`src/rtl/pkg_en.sv`:
```
// Shared types for the fan-in link arbiter.
//   FTk_t     : forward token (v valid, a acquire/head, r release/tail, d data)
//   BTk_t     : back token (n nack/hold)
//   ARB_RR    : round-robin arbitration
//   ARB_FIX   : fixed priority, lowest link index wins
//   arb_st_e  : per-channel arbiter state
package pkg_en;

    localparam int WIDTH_DATA_DEF = 32;

    localparam int ARB_RR  = 0;
    localparam int ARB_FIX = 1;

    typedef struct packed {
        logic                      v;
        logic                      a;
        logic                      r;
        logic [WIDTH_DATA_DEF-1:0] d;
    } FTk_t;

    typedef struct packed {
        logic n;
    } BTk_t;

    typedef enum logic {
        ST_IDLE = 1'b0,
        ST_LOCK = 1'b1
    } arb_st_e;

endpackage

```
`src/rtl/fanin_link_fifo.sv`:
```
// Token FIFO for one link/channel pair.
// Ports:
//   clock, reset : clock, asynchronous active-low reset
//   push, wdata  : write request; dropped when full
//   pop          : consume the head (caller never pops when empty)
//   head         : current head entry (meaningful when !empty)
//   full, empty  : decoded from the registered occupancy count
module fanin_link_fifo #(
    parameter int WIDTH = 34,
    parameter int DEPTH = 4
) (
    input  logic             clock,
    input  logic             reset,
    input  logic             push,
    input  logic [WIDTH-1:0] wdata,
    input  logic             pop,
    output logic [WIDTH-1:0] head,
    output logic             full,
    output logic             empty
);

    localparam int AW = $clog2(DEPTH);

    logic [DEPTH-1:0][WIDTH-1:0] mem;
    logic [AW-1:0]               wp, rp;
    logic [AW:0]                 cnt;
    logic                        wr;

    assign full  = (cnt == (AW+1)'(DEPTH));
    assign empty = (cnt == '0);
    // A push against a full FIFO is ignored even if a pop frees a slot
    // this cycle; the sender sees n=1 and retries.
    assign wr    = push & ~full;
    assign head  = mem[rp];

    always_ff @(posedge clock or negedge reset) begin
        if (!reset) begin
            mem <= '0;
            wp  <= '0;
            rp  <= '0;
            cnt <= '0;
        end else begin
            if (wr) begin
                mem[wp] <= wdata;
                wp      <= wp + 1'b1;
            end
            if (pop) rp <= rp + 1'b1;
            if (wr && !pop)      cnt <= cnt + 1'b1;
            else if (!wr && pop) cnt <= cnt - 1'b1;
        end
    end

endmodule

```
`src/rtl/fanin_link_arb.sv`:
```
// Fan-in link arbiter: merges NUM_LINK links onto one registered,
// back-pressured output per channel. A grant is held for a whole message
// (acquire token through release token).
// Ports:
//   clock, reset : clock, asynchronous active-low reset
//   I_FTk/O_BTk  : per link/channel forward tokens in, FIFO-full nack out
//   O_FTk/I_BTk  : per channel merged tokens out (registered), downstream nack in
//   O_GrtNo      : current or last granted link per channel
//   O_Lock       : channel is mid-message
//   O_Orphan     : sticky, a headless token was discarded
module fanin_link_arb
    import pkg_en::*;
#(
    parameter int  WIDTH_DATA  = 32,
    parameter int  NUM_LINK    = 4,
    parameter int  NUM_CHANNEL = 1,
    parameter int  DEPTH_FIFO  = 4,
    parameter int  ARB_MODE    = ARB_RR,
    parameter type TYPE_FTK    = FTk_t,
    parameter type TYPE_BTK    = BTk_t
) (
    input  logic                                          clock,
    input  logic                                          reset,
    input  TYPE_FTK [NUM_LINK-1:0][NUM_CHANNEL-1:0]       I_FTk,
    output TYPE_BTK [NUM_LINK-1:0][NUM_CHANNEL-1:0]       O_BTk,
    output TYPE_FTK [NUM_CHANNEL-1:0]                     O_FTk,
    input  TYPE_BTK [NUM_CHANNEL-1:0]                     I_BTk,
    output logic [NUM_CHANNEL-1:0][$clog2(NUM_LINK)-1:0]  O_GrtNo,
    output logic [NUM_CHANNEL-1:0]                        O_Lock,
    output logic [NUM_CHANNEL-1:0]                        O_Orphan
);

    localparam int LW = $clog2(NUM_LINK);
    localparam int WF = WIDTH_DATA + 2;   // stored {a, r, d}; v is implied by !empty

    function automatic TYPE_BTK mk_btk(input logic n);
        TYPE_BTK b;
        b   = '0;
        b.n = n;
        return b;
    endfunction

    function automatic logic [LW-1:0] nxt(input logic [LW-1:0] g);
        return LW'((int'(g) + 1) % NUM_LINK);
    endfunction

    for (genvar c = 0; c < NUM_CHANNEL; c++) begin : g_ch
        logic    [NUM_LINK-1:0]         full, empty, pop, cand, orph;
        logic    [NUM_LINK-1:0][WF-1:0] head;
        TYPE_FTK [NUM_LINK-1:0]         hd;

        arb_st_e       st_q, st_d;
        logic [LW-1:0] ptr_q, ptr_d, grt_q, grt_d, win;
        logic          found, ready, sel, orph_q, orph_d;
        TYPE_FTK       out_q, tok;

        for (genvar l = 0; l < NUM_LINK; l++) begin : g_lk
            fanin_link_fifo #(.WIDTH(WF), .DEPTH(DEPTH_FIFO)) u_fifo (
                .clock (clock),
                .reset (reset),
                .push  (I_FTk[l][c].v),
                .wdata ({I_FTk[l][c].a, I_FTk[l][c].r, I_FTk[l][c].d}),
                .pop   (pop[l]),
                .head  (head[l]),
                .full  (full[l]),
                .empty (empty[l])
            );
            assign O_BTk[l][c] = mk_btk(full[l]);
        end

        always_comb begin
            for (int l = 0; l < NUM_LINK; l++) begin
                hd[l]   = '0;
                hd[l].v = ~empty[l];
                {hd[l].a, hd[l].r, hd[l].d} = head[l];
                cand[l] = hd[l].v &  hd[l].a;
                orph[l] = hd[l].v & ~hd[l].a;
            end
        end

        // Winner search: round-robin scans upward from ptr_q with wrap,
        // fixed priority scans from link 0.
        always_comb begin
            int            idx;
            logic [LW-1:0] il;
            found = 1'b0;
            win   = '0;
            for (int k = 0; k < NUM_LINK; k++) begin
                idx = (ARB_MODE == ARB_FIX) ? k : (int'(ptr_q) + k) % NUM_LINK;
                il  = LW'(idx);
                if (!found && cand[il]) begin
                    found = 1'b1;
                    win   = il;
                end
            end
        end

        assign ready = ~out_q.v | ~I_BTk[c].n;

        always_comb begin
            st_d   = st_q;
            ptr_d  = ptr_q;
            grt_d  = grt_q;
            orph_d = orph_q;
            pop    = '0;
            sel    = 1'b0;
            tok    = hd[grt_q];
            if (st_q == ST_IDLE) begin
                // Headless tokens are flushed in IDLE whether or not the
                // output can accept anything this cycle.
                pop = orph;
                if (|orph) orph_d = 1'b1;
                if (ready && found) begin
                    sel      = 1'b1;
                    tok      = hd[win];
                    grt_d    = win;
                    pop[win] = 1'b1;
                    if (hd[win].r) ptr_d = nxt(win);
                    else           st_d  = ST_LOCK;
                end
            end else if (ready && hd[grt_q].v) begin
                sel        = 1'b1;
                pop[grt_q] = 1'b1;
                if (hd[grt_q].r) begin
                    st_d  = ST_IDLE;
                    ptr_d = nxt(grt_q);
                end
            end
        end

        always_ff @(posedge clock or negedge reset) begin
            if (!reset) begin
                st_q   <= ST_IDLE;
                ptr_q  <= '0;
                grt_q  <= '0;
                orph_q <= 1'b0;
                out_q  <= '0;
            end else begin
                st_q   <= st_d;
                ptr_q  <= ptr_d;
                grt_q  <= grt_d;
                orph_q <= orph_d;
                if (sel)        out_q   <= tok;
                else if (ready) out_q.v <= 1'b0;
            end
        end

        assign O_FTk[c]    = out_q;
        assign O_GrtNo[c]  = grt_q;
        assign O_Lock[c]   = (st_q == ST_LOCK);
        assign O_Orphan[c] = orph_q;
    end

endmodule

```
`config.mk`:
```
export PLATFORM = sky130hd
export DESIGN_NAME = fanin_link_arb
export DESIGN_NICKNAME = d
export VERILOG_FILES = /design/src/rtl/pkg_en.sv /design/src/rtl/fanin_link_fifo.sv /design/src/rtl/fanin_link_arb.sv
export SDC_FILE = /design/constraint.sdc
export NUM_CORES = 1
export LEC_CHECK = 0
export ABC_AREA = 1
export CAP_MARGIN = 15
export CORE_ASPECT_RATIO = 1.75
export CORE_MARGIN = 10
export CORE_UTILIZATION = 62
export CTS_CLUSTER_DIAMETER = 80
export DETAILED_ROUTE_END_ITERATION = 16
export HOLD_SLACK_MARGIN = 0.06
export MAX_ROUTING_LAYER = met4
export PLACE_DENSITY = 0.83
export SKIP_LAST_GASP = 1
export SLEW_MARGIN = 30
export SYNTH_ARGS = -nofsm -noshare
export SYNTH_HDL_FRONTEND = slang
export SYNTH_SLANG_ARGS = --single-unit
```
`constraint.sdc`:
```
create_clock -name clock -period 5.28 [get_ports clock]
set_clock_uncertainty 0.2 [all_clocks]
set_input_delay 0.528 -clock clock [delete_from_list [all_inputs] [get_ports clock]]
set_output_delay 0.528 -clock clock [all_outputs]
set_load 0.05 [all_outputs]
```
==> impl_metrics.ini, run 1 <==
[synth]
syn_area_sq_mm = 0.02889
synth-seq-cells = 613
synthCells = 3558
synthArstFlopShare = 1.000
yosys.cell_types.count = 44
yosysSeqAreaShare = 0.5309
synthFlopType = dfrtp_1
synth.avg_cell_area_sq_um = 8.120
synth-edff-count = 0
ys.warnings.count = 0
synth_fp_nets = 3725

[clock_tree]
cts_buffers = 54
clk_pin_slew_ns = 0.07
clk-insertion-delay-late_ns = 0.60
root_buffer = clkbuf_16
htreeDepth = 2
cts_tree = yes
max-clock-path-buffers = 3
cts_resized = 0
clock-sinks = 613

[power]
power.total_mw = 25.99
power.density_mw_per_mm2 = 791.8
power_frac_clock = 0.162
pwr-share-comb = 0.515
power_leakage_nw = 15.55
switchingPower_mw = 12.45
ir_drop_mv = 0.5977
seqPwrFrac = 0.323
p_int_mw = 13.55
swShare = 0.4788

[route]
wirelength_mm = 88.34
ant_nets = 0
dr.pass1.iters = 6
drc_errors = 0
viasPerCell = 6.146
vias = 25940
wl_per_cell_um = 20.93
drt-initial-drc-count = 2892

[timing]
post-route-min-period_ns = 4.229
fmaxAchievable_ghz = 0.2365
timing.final.crit_share = 0.8009
grt_setup_unrepaired = false
setup_slack_ns = 1.051
drv_slew = 0
setup_violations = 0
final.setup.tns_ns = 0
maxSlewHeadroom = 0.3515
final_hold_viol_count = 0
worst_pin_slew_ns = 0.9691

[global_route]
grt_overflow = 0
grtUsageTotal = 0.3200
grt_pass1_wl_mm = 139.8
grt_max_degree = 135
antenna_found_initial = 0
grt_pass1_vias = 25210

[die]
die_x_um = 183.2
core-area_sq_mm = 0.04606
die-area_sq_mm = 0.05598
dieHeight_um = 305.6
rows = 104
ioPinCount = 186
initial_utilization = 0.6272

[worst_hold_path]
min_path_type = in2async

[setup_path]
worstPathRequired_ns = 5.54
r2r-start = g_ch[0].g_lk[2].u_fifo.rp[1]$_DFFE_PN0P_
path_cells = nand3_1 -> nand3_1 -> nand2_1 -> nand2_1 -> nand2_1 -> nand2_2 -> a21oi_1 -> nand2_2 -> nand2_4 -> o21ai_1 -> nand2_1 -> inv_2 -> ha_1 -> inv_1 -> fa_1 -> a21oi_1 -> o21ai_0 -> xor2_1
end_kind = flop
slowest_stage = dfrtp_1
start_kind = flop
critPathKind = reg2reg
critPathMaxStageDelay_ns = 0.78
cp.arrival_ns = 4.49
ff2ff_setup_slack_ns = 1.05
r2r_end = g_ch[0].g_lk[2].u_fifo.cnt[2]$_DFFE_PN0P_
critPathMostFrequentCell = nand2_1
rr_worst_depth = 18
cp_max_fo = 32

[layout]
final_layout_size_suffix_gt1_frac = 0.05195
layout.cells.non_filler = 4221
n_antenna_cell = 0
utilization = 0.7126
nets = 3763
syn_to_final_growth_pct = 13.61

[placement]
pre_cts_ws_ns = 1.183
hpwlAfterDp_mm = 58.43
placed_cells = 4121
place.gp.congestion = 0.9788
port_buffers = 185

[status]
status = finished clean

[run]
cap_violations = 0
## timing repair
item | in CTS | in global routing
hold endpoints to repair | 105 | 0
hold buffers | 1 | 0
buffers inserted | 0 | 0
setup endpoints to repair | 0 | 0
## cell type report
class	count	area [sq um]
clock buffers	86	1735
repair buffers	230	2255
fillers	3539	13240
flip-flops and latches	613	15340
clock inverters	12	170.2
inverters	194	733.2
multi-input cells	2503	11860
well taps	583	729.5
## placed cells by master, fill, tap and decap left out, types with 5 or more instances in the layout
cell / n
nand2_1: 1147
o21ai_0: 673
dfrtp_1: 609
nand3_1: 186
clkdlybuf4s50_1: 184
inv_1: 182
nor2_1: 140
o22ai_1: 94
a21oi_1: 80
a32o_1: 62
clkbuf_16: 57
buf_4: 40
ha_1: 20
clkbuf_8: 20
nand2_2: 15
nand4_1: 12
xor2_1: 12
inv_2: 9
clkbuf_1: 9
o21ai_1: 8
nand2_4: 6
nand3_2: 5
a221oi_1: 5
clkinv_2: 5
## metal layers
metal | track usage | wire [um] | vias up
met5 | - | 0 | -
met4 | 0.1911 | 5880 | 0
met3 | 0.04752 | 6590 | 224
met2 | 0.5000 | 42450 | 1278
met1 | 0.3879 | 33420 | 12590
li1 | - | - | 11850
## critical path: cells and delay by family (launching register included)
kind                     cells  cell delay [ns]
XOR/XNOR                     1             0.16
adder cells (fa/ha/maj)      2             0.51
buffers and inverters        2             0.15
AND/OR/NAND/NOR              9             1.66
flip-flops                   1             0.78
AO/OA/AOI/OAI                4             0.61
## cell families after synthesis
family	Yosys count	synth area share
compound gates	936	0.1792
xor+xnor	17	0.005413
fa+ha+maj	24	0.01143
buf+inv	442	0.06084
flops	613	0.5309
mux	4	0.001559
simple gates	1522	0.2106
## metrics by stage
| stage | hold slack, ns | instance area (sq um) |
|---|---|---|
| 2_1_floorplan | 0.03241 | 28890 |
| 3_3_place_gp | 0.2600 | 30860 |
| 3_5_place_dp | 0.2678 | 30880 |
| 4_1_cts | 0.2843 | 32800 |
| 5_1_grt | 0.2308 | 32830 |
| 6_report | 0.1982 | 32830 |
## power by group through the flow
stage | Combinational (mW) | Clock, mW | Sequential (mW)
2_1_floorplan | 8.85 | 0 | 8.40
3_5_place_dp | 13.1 | 0 | 8.40
4_1_cts | 13.2 | 4.24 | 8.35
6_report | 13.4 | 4.20 | 8.40
5_1_grt | 14.7 | 4.42 | 8.63
3_3_place_gp | 12.7 | 0 | 8.28
## state kept, by name, indices dropped and copies added, names as in the netlist
signal and count:
O_GrtNo 2, O_Lock 1, g_ch.ptr_q 2, g_ch.g_lk.u_fifo.rp 8
g_ch.g_lk.u_fifo.cnt 12, O_Orphan 1, O_FTk 35, g_ch.g_lk.u_fifo.mem 544
g_ch.g_lk.u_fifo.wp 8
## synth_stat cells, types with 8 or more instances
master | number | area (sq um)
a21oi_1 | 80 | 400.4
a32o_1 | 62 | 620.6
buf_1 | 9 | 33.78
buf_2 | 18 | 90.09
buf_4 | 11 | 82.58
clkbuf_1 | 206 | 773.2
dfrtp_1 | 613 | 15340
ha_1 | 20 | 250.2
inv_1 | 182 | 683.2
inv_2 | 9 | 33.78
nand2_1 | 1163 | 4365
nand3_1 | 186 | 930.9
nand4_1 | 12 | 75.07
nor2_1 | 141 | 529.3
o21ai_0 | 673 | 3368
o21ai_1 | 8 | 40.04
o22ai_1 | 94 | 588.1
xor2_1 | 12 | 105.1
## how the worst max path moves through the flow
stage | end | start | slack, ns
6_report | g_ch[0].g_lk[2].u_fifo.cnt[2]$_DFFE_PN0P_ | g_ch[0].g_lk[2].u_fifo.rp[1]$_DFFE_PN0P_ | 1.05
3_5_place_dp | g_ch[0].g_lk[1].u_fifo.cnt[2]$_DFFE_PN0P_ | g_ch[0].g_lk[3].u_fifo.rp[0]$_DFFE_PN0P_ | 1.18
3_3_place_gp | g_ch[0].g_lk[3].u_fifo.cnt[2]$_DFFE_PN0P_ | g_ch[0].g_lk[3].u_fifo.rp[0]$_DFFE_PN0P_ | 1.22
4_1_cts | g_ch[0].g_lk[2].u_fifo.cnt[2]$_DFFE_PN0P_ | g_ch[0].g_lk[2].u_fifo.rp[1]$_DFFE_PN0P_ | 1.16
5_1_grt | g_ch[0].g_lk[3].u_fifo.cnt[2]$_DFFE_PN0P_ | g_ch[0].g_lk[3].u_fifo.rp[0]$_DFFE_PN0P_ | 0.72
2_1_floorplan | g_ch[0].g_lk[3].u_fifo.cnt[2]$_DFFE_PN0P_ | O_GrtNo[0]$_DFFE_PN0P_ | 2.03
Power figures use the tool's default switching activity.
==> inputs of run 2 (changes only) <==
--- a/config.mk
+++ b/config.mk
@@ -9,12 +9,12 @@
 export CAP_MARGIN = 15
 export CORE_ASPECT_RATIO = 1.75
 export CORE_MARGIN = 10
-export CORE_UTILIZATION = 62
+export CORE_UTILIZATION = 60
 export CTS_CLUSTER_DIAMETER = 80
 export DETAILED_ROUTE_END_ITERATION = 16
 export HOLD_SLACK_MARGIN = 0.06
 export MAX_ROUTING_LAYER = met4
-export PLACE_DENSITY = 0.83
+export PLACE_DENSITY = 0.81
 export SKIP_LAST_GASP = 1
 export SLEW_MARGIN = 30
 export SYNTH_ARGS = -nofsm -noshare
==> constraint.sdc (replaced) <==
create_clock -name clock -period 4.1 [get_ports clock]
set_clock_uncertainty 0.2 [all_clocks]
set_input_delay 0.41 -clock clock [delete_from_list [all_inputs] [get_ports clock]]
set_output_delay 0.41 -clock clock [all_outputs]
set_load 0.05 [all_outputs]
==> run 2 against run 1 <==
Wire length grew 1.8%. Clock-buffer cell count rose by 2. Combinational power is 32% higher. Core utilization fell by 2.2 points. Die area up 3.0%. Critical endpoint is now g_ch[0].g_lk[2].u_fifo.cnt[1]$_DFFE_PN0P_. Largest cell class unchanged. Largest power group unchanged.
==> impl_metrics.ini, run 2 (same netlist as run 1, synthesis figures left out) <==
[timing]
worst_pin_slew_ns = 0.9212
final.setup.tns_ns = 0
maxSlewHeadroom = 0.3812
final_hold_viol_count = 0
fmaxAchievable_ghz = 0.2657
timing.final.crit_share = 0.9179
timing.hold.ws_ns = 0.1585
grt_setup_unrepaired = false
post-route-min-period_ns = 3.763
setup_violations = 0
drv_slew = 0

[route]
vias = 25990
drc_errors = 0
dr.pass1.iters = 7
ant_nets = 0
wirelength_mm = 89.91
viasPerCell = 6.113
drt-initial-drc-count = 2768
wl_per_cell_um = 21.15

[placement]
placed_cells = 4149
place_area_sq_mm = 0.03110
port_buffers = 185
place.gp.congestion = 0.9303
hpwlAfterDp_mm = 60.81

[setup_path]
start_kind = flop
critical_path_buf_inv_count = 3
slowest_stage = dfrtp_2
cp_max_fo = 12
cp.depth = 18
critPathKind = reg2reg
path_cells = inv_2 -> nand2_1 -> nand3_1 -> nand3_1 -> nand2_1 -> nand3_1 -> o21ai_2 -> nor2_1 -> nand3b_2 -> nand3_4 -> nor2_1 -> o21ai_1 -> nand2_1 -> inv_2 -> ha_1 -> inv_1 -> fa_1 -> mux2_2
path_delay_family = simple AND/OR/NAND/NOR gates
end_kind = flop
critPathMaxStageDelay_ns = 0.44
cp.arrival_ns = 4.04
worstPathRequired_ns = 4.37
rr_worst_depth = 18

[layout]
multi_input_area_sq_mm = 0.01186
largest_register_ffs = 544
seqCellArea_sq_mm = 0.01534
final_layout_size_suffix_gt1_frac = 0.05524
top_register = g_ch.g_lk.u_fifo.mem
layout_common_cells = nand2_1 (1147), o21ai_0 (673), dfrtp_1 (609), nand3_1 (186), clkdlybuf4s50_1 (184)
mostFrequentLayoutCell = nand2_1
nets = 3780
layout.cells.non_filler = 4252
fillerInstances = 3756
design_area_sq_mm = 0.03297
syn_to_final_growth_pct = 14.12

[die]
die-area_sq_mm = 0.05768
rows = 106
core-area_sq_mm = 0.04775
die_x_um = 185.9
initial_utilization = 0.6051
ioPinCount = 186
dieHeight_um = 310.3

[clock_tree]
cts_resized = 0
post_cts_buffers = 0
cts_buffers = 55
holdBufCountCts = 1
cts_tree = yes
max-clock-path-buffers = 3
clock-sinks = 613
clk-insertion-delay-late_ns = 0.60
root_buffer = clkbuf_16
clk_pin_slew_ns = 0.07
htreeDepth = 2

[run]
cap_violations = 0

[power]
power.density_mw_per_mm2 = 1023
switchingPower_mw = 16.25
seqPwrFrac = 0.317
swShare = 0.4818
power_leakage_nw = 15.63
p_int_mw = 17.48
ir_drop_mv = 0.5971
power_frac_clock = 0.158
power.total_mw = 33.74
pwr-share-comb = 0.525

[global_route]
grt_max_degree = 107
grt_pass1_vias = 25380
grt_busiest_layer = met2
grt_pass1_wl_mm = 141.9
grt_use_met3 = 0.04286
use_met1 = 0.3908
grtUsageMet2 = 0.5224
grt_overflow = 0
grtUsageTotal = 0.3219
antenna_found_initial = 0

[status]
status = finished clean

[worst_hold_path]
min_path_type = in2async
-- run 2: cell types whose count changed in the layout (fill, tap and decap cells not counted), sizes merged --
cell / before / now
buf: 45 / 61
inv: 193 / 196
clkbuf: 86 / 88
clkinv: 8 / 6
bufinv: 4 / 3
clkinvlp: 1 / 2
diode: 0 / 1
-- run 2: metrics by stage --
step / worst slack [ns] / util
after floorplan: 0.8498 / -
after global placement: 0.4276 / 0.6509
after detailed placement: 0.3578 / 0.6513
after CTS: 0.3425 / 0.6905
after global routing: 0.1052 / 0.6905
final: 0.3366 / 0.6906
-- run 2: final cells by class --
type                    instances  area share
multi-input cells            2503      0.3596
flip-flops and latches        613      0.4654
clock inverters                13    0.005161
well taps                     594     0.02254
inverters                     194     0.02224
repair buffers                246     0.07369
diodes                          1  0.00007589
clock buffers                  88     0.05130
-- run 2: power groups by stage --
stage / sequential (mW) / combinational, mW / clock [mW]
after global routing: 11.0 / 19.4 / 5.62
after CTS: 10.6 / 17.5 / 5.38
after floorplan: 10.8 / 11.4 / 0
after global placement: 10.6 / 16.8 / 0
final: 10.7 / 17.7 / 5.33
after detailed placement: 10.7 / 17.3 / 0
-- run 2: final timing paths --
check	endpoint	slack, ns	startpoint
worst max-delay path	g_ch[0].g_lk[2].u_fifo.cnt[1]$_DFFE_PN0P_	0.34	g_ch[0].g_lk[0].u_fifo.rp[0]$_DFFE_PN0P_
worst min-delay path	g_ch[0].g_lk[2].u_fifo.mem[30]$_DFFE_PN0P_	0.16	reset
worst max register to register	g_ch[0].g_lk[2].u_fifo.cnt[1]$_DFFE_PN0P_	0.34	g_ch[0].g_lk[0].u_fifo.rp[0]$_DFFE_PN0P_
worst min register to register	g_ch[0].g_lk[3].u_fifo.mem[47]$_DFFE_PN0P_	0.28	g_ch[0].g_lk[3].u_fifo.mem[47]$_DFFE_PN0P_
max in group asynchronous	g_ch[0].g_lk[1].u_fifo.mem[6]$_DFFE_PN0P_	2.53	reset
min in group clock	g_ch[0].g_lk[3].u_fifo.wp[0]$_DFFE_PN0P_	0.22	I_FTk[139]
-- run 2: worst register-to-register path, stage by stage, from the launching register on --
cell and delay [ns]:
dfrtp_2 0.44, inv_2 0.08, nand2_1 0.05, nand3_1 0.14, nand3_1 0.17, nand2_1 0.17, nand3_1 0.11, o21ai_2 0.09
nor2_1 0.08, nand3b_2 0.13, nand3_4 0.20, nor2_1 0.43, o21ai_1 0.16, nand2_1 0.17, inv_2 0.05, ha_1 0.18
inv_1 0.10, fa_1 0.43, mux2_2 0.27
-- run 2: per-layer routing --
layer  up-vias  wire (um)  part of all wire
li1      11880          -                 -
met1     12600      33840              0.38
met2      1300      44120              0.49
met3       208       7033             0.078
met4         0       4921             0.055
met5         -          0                 0
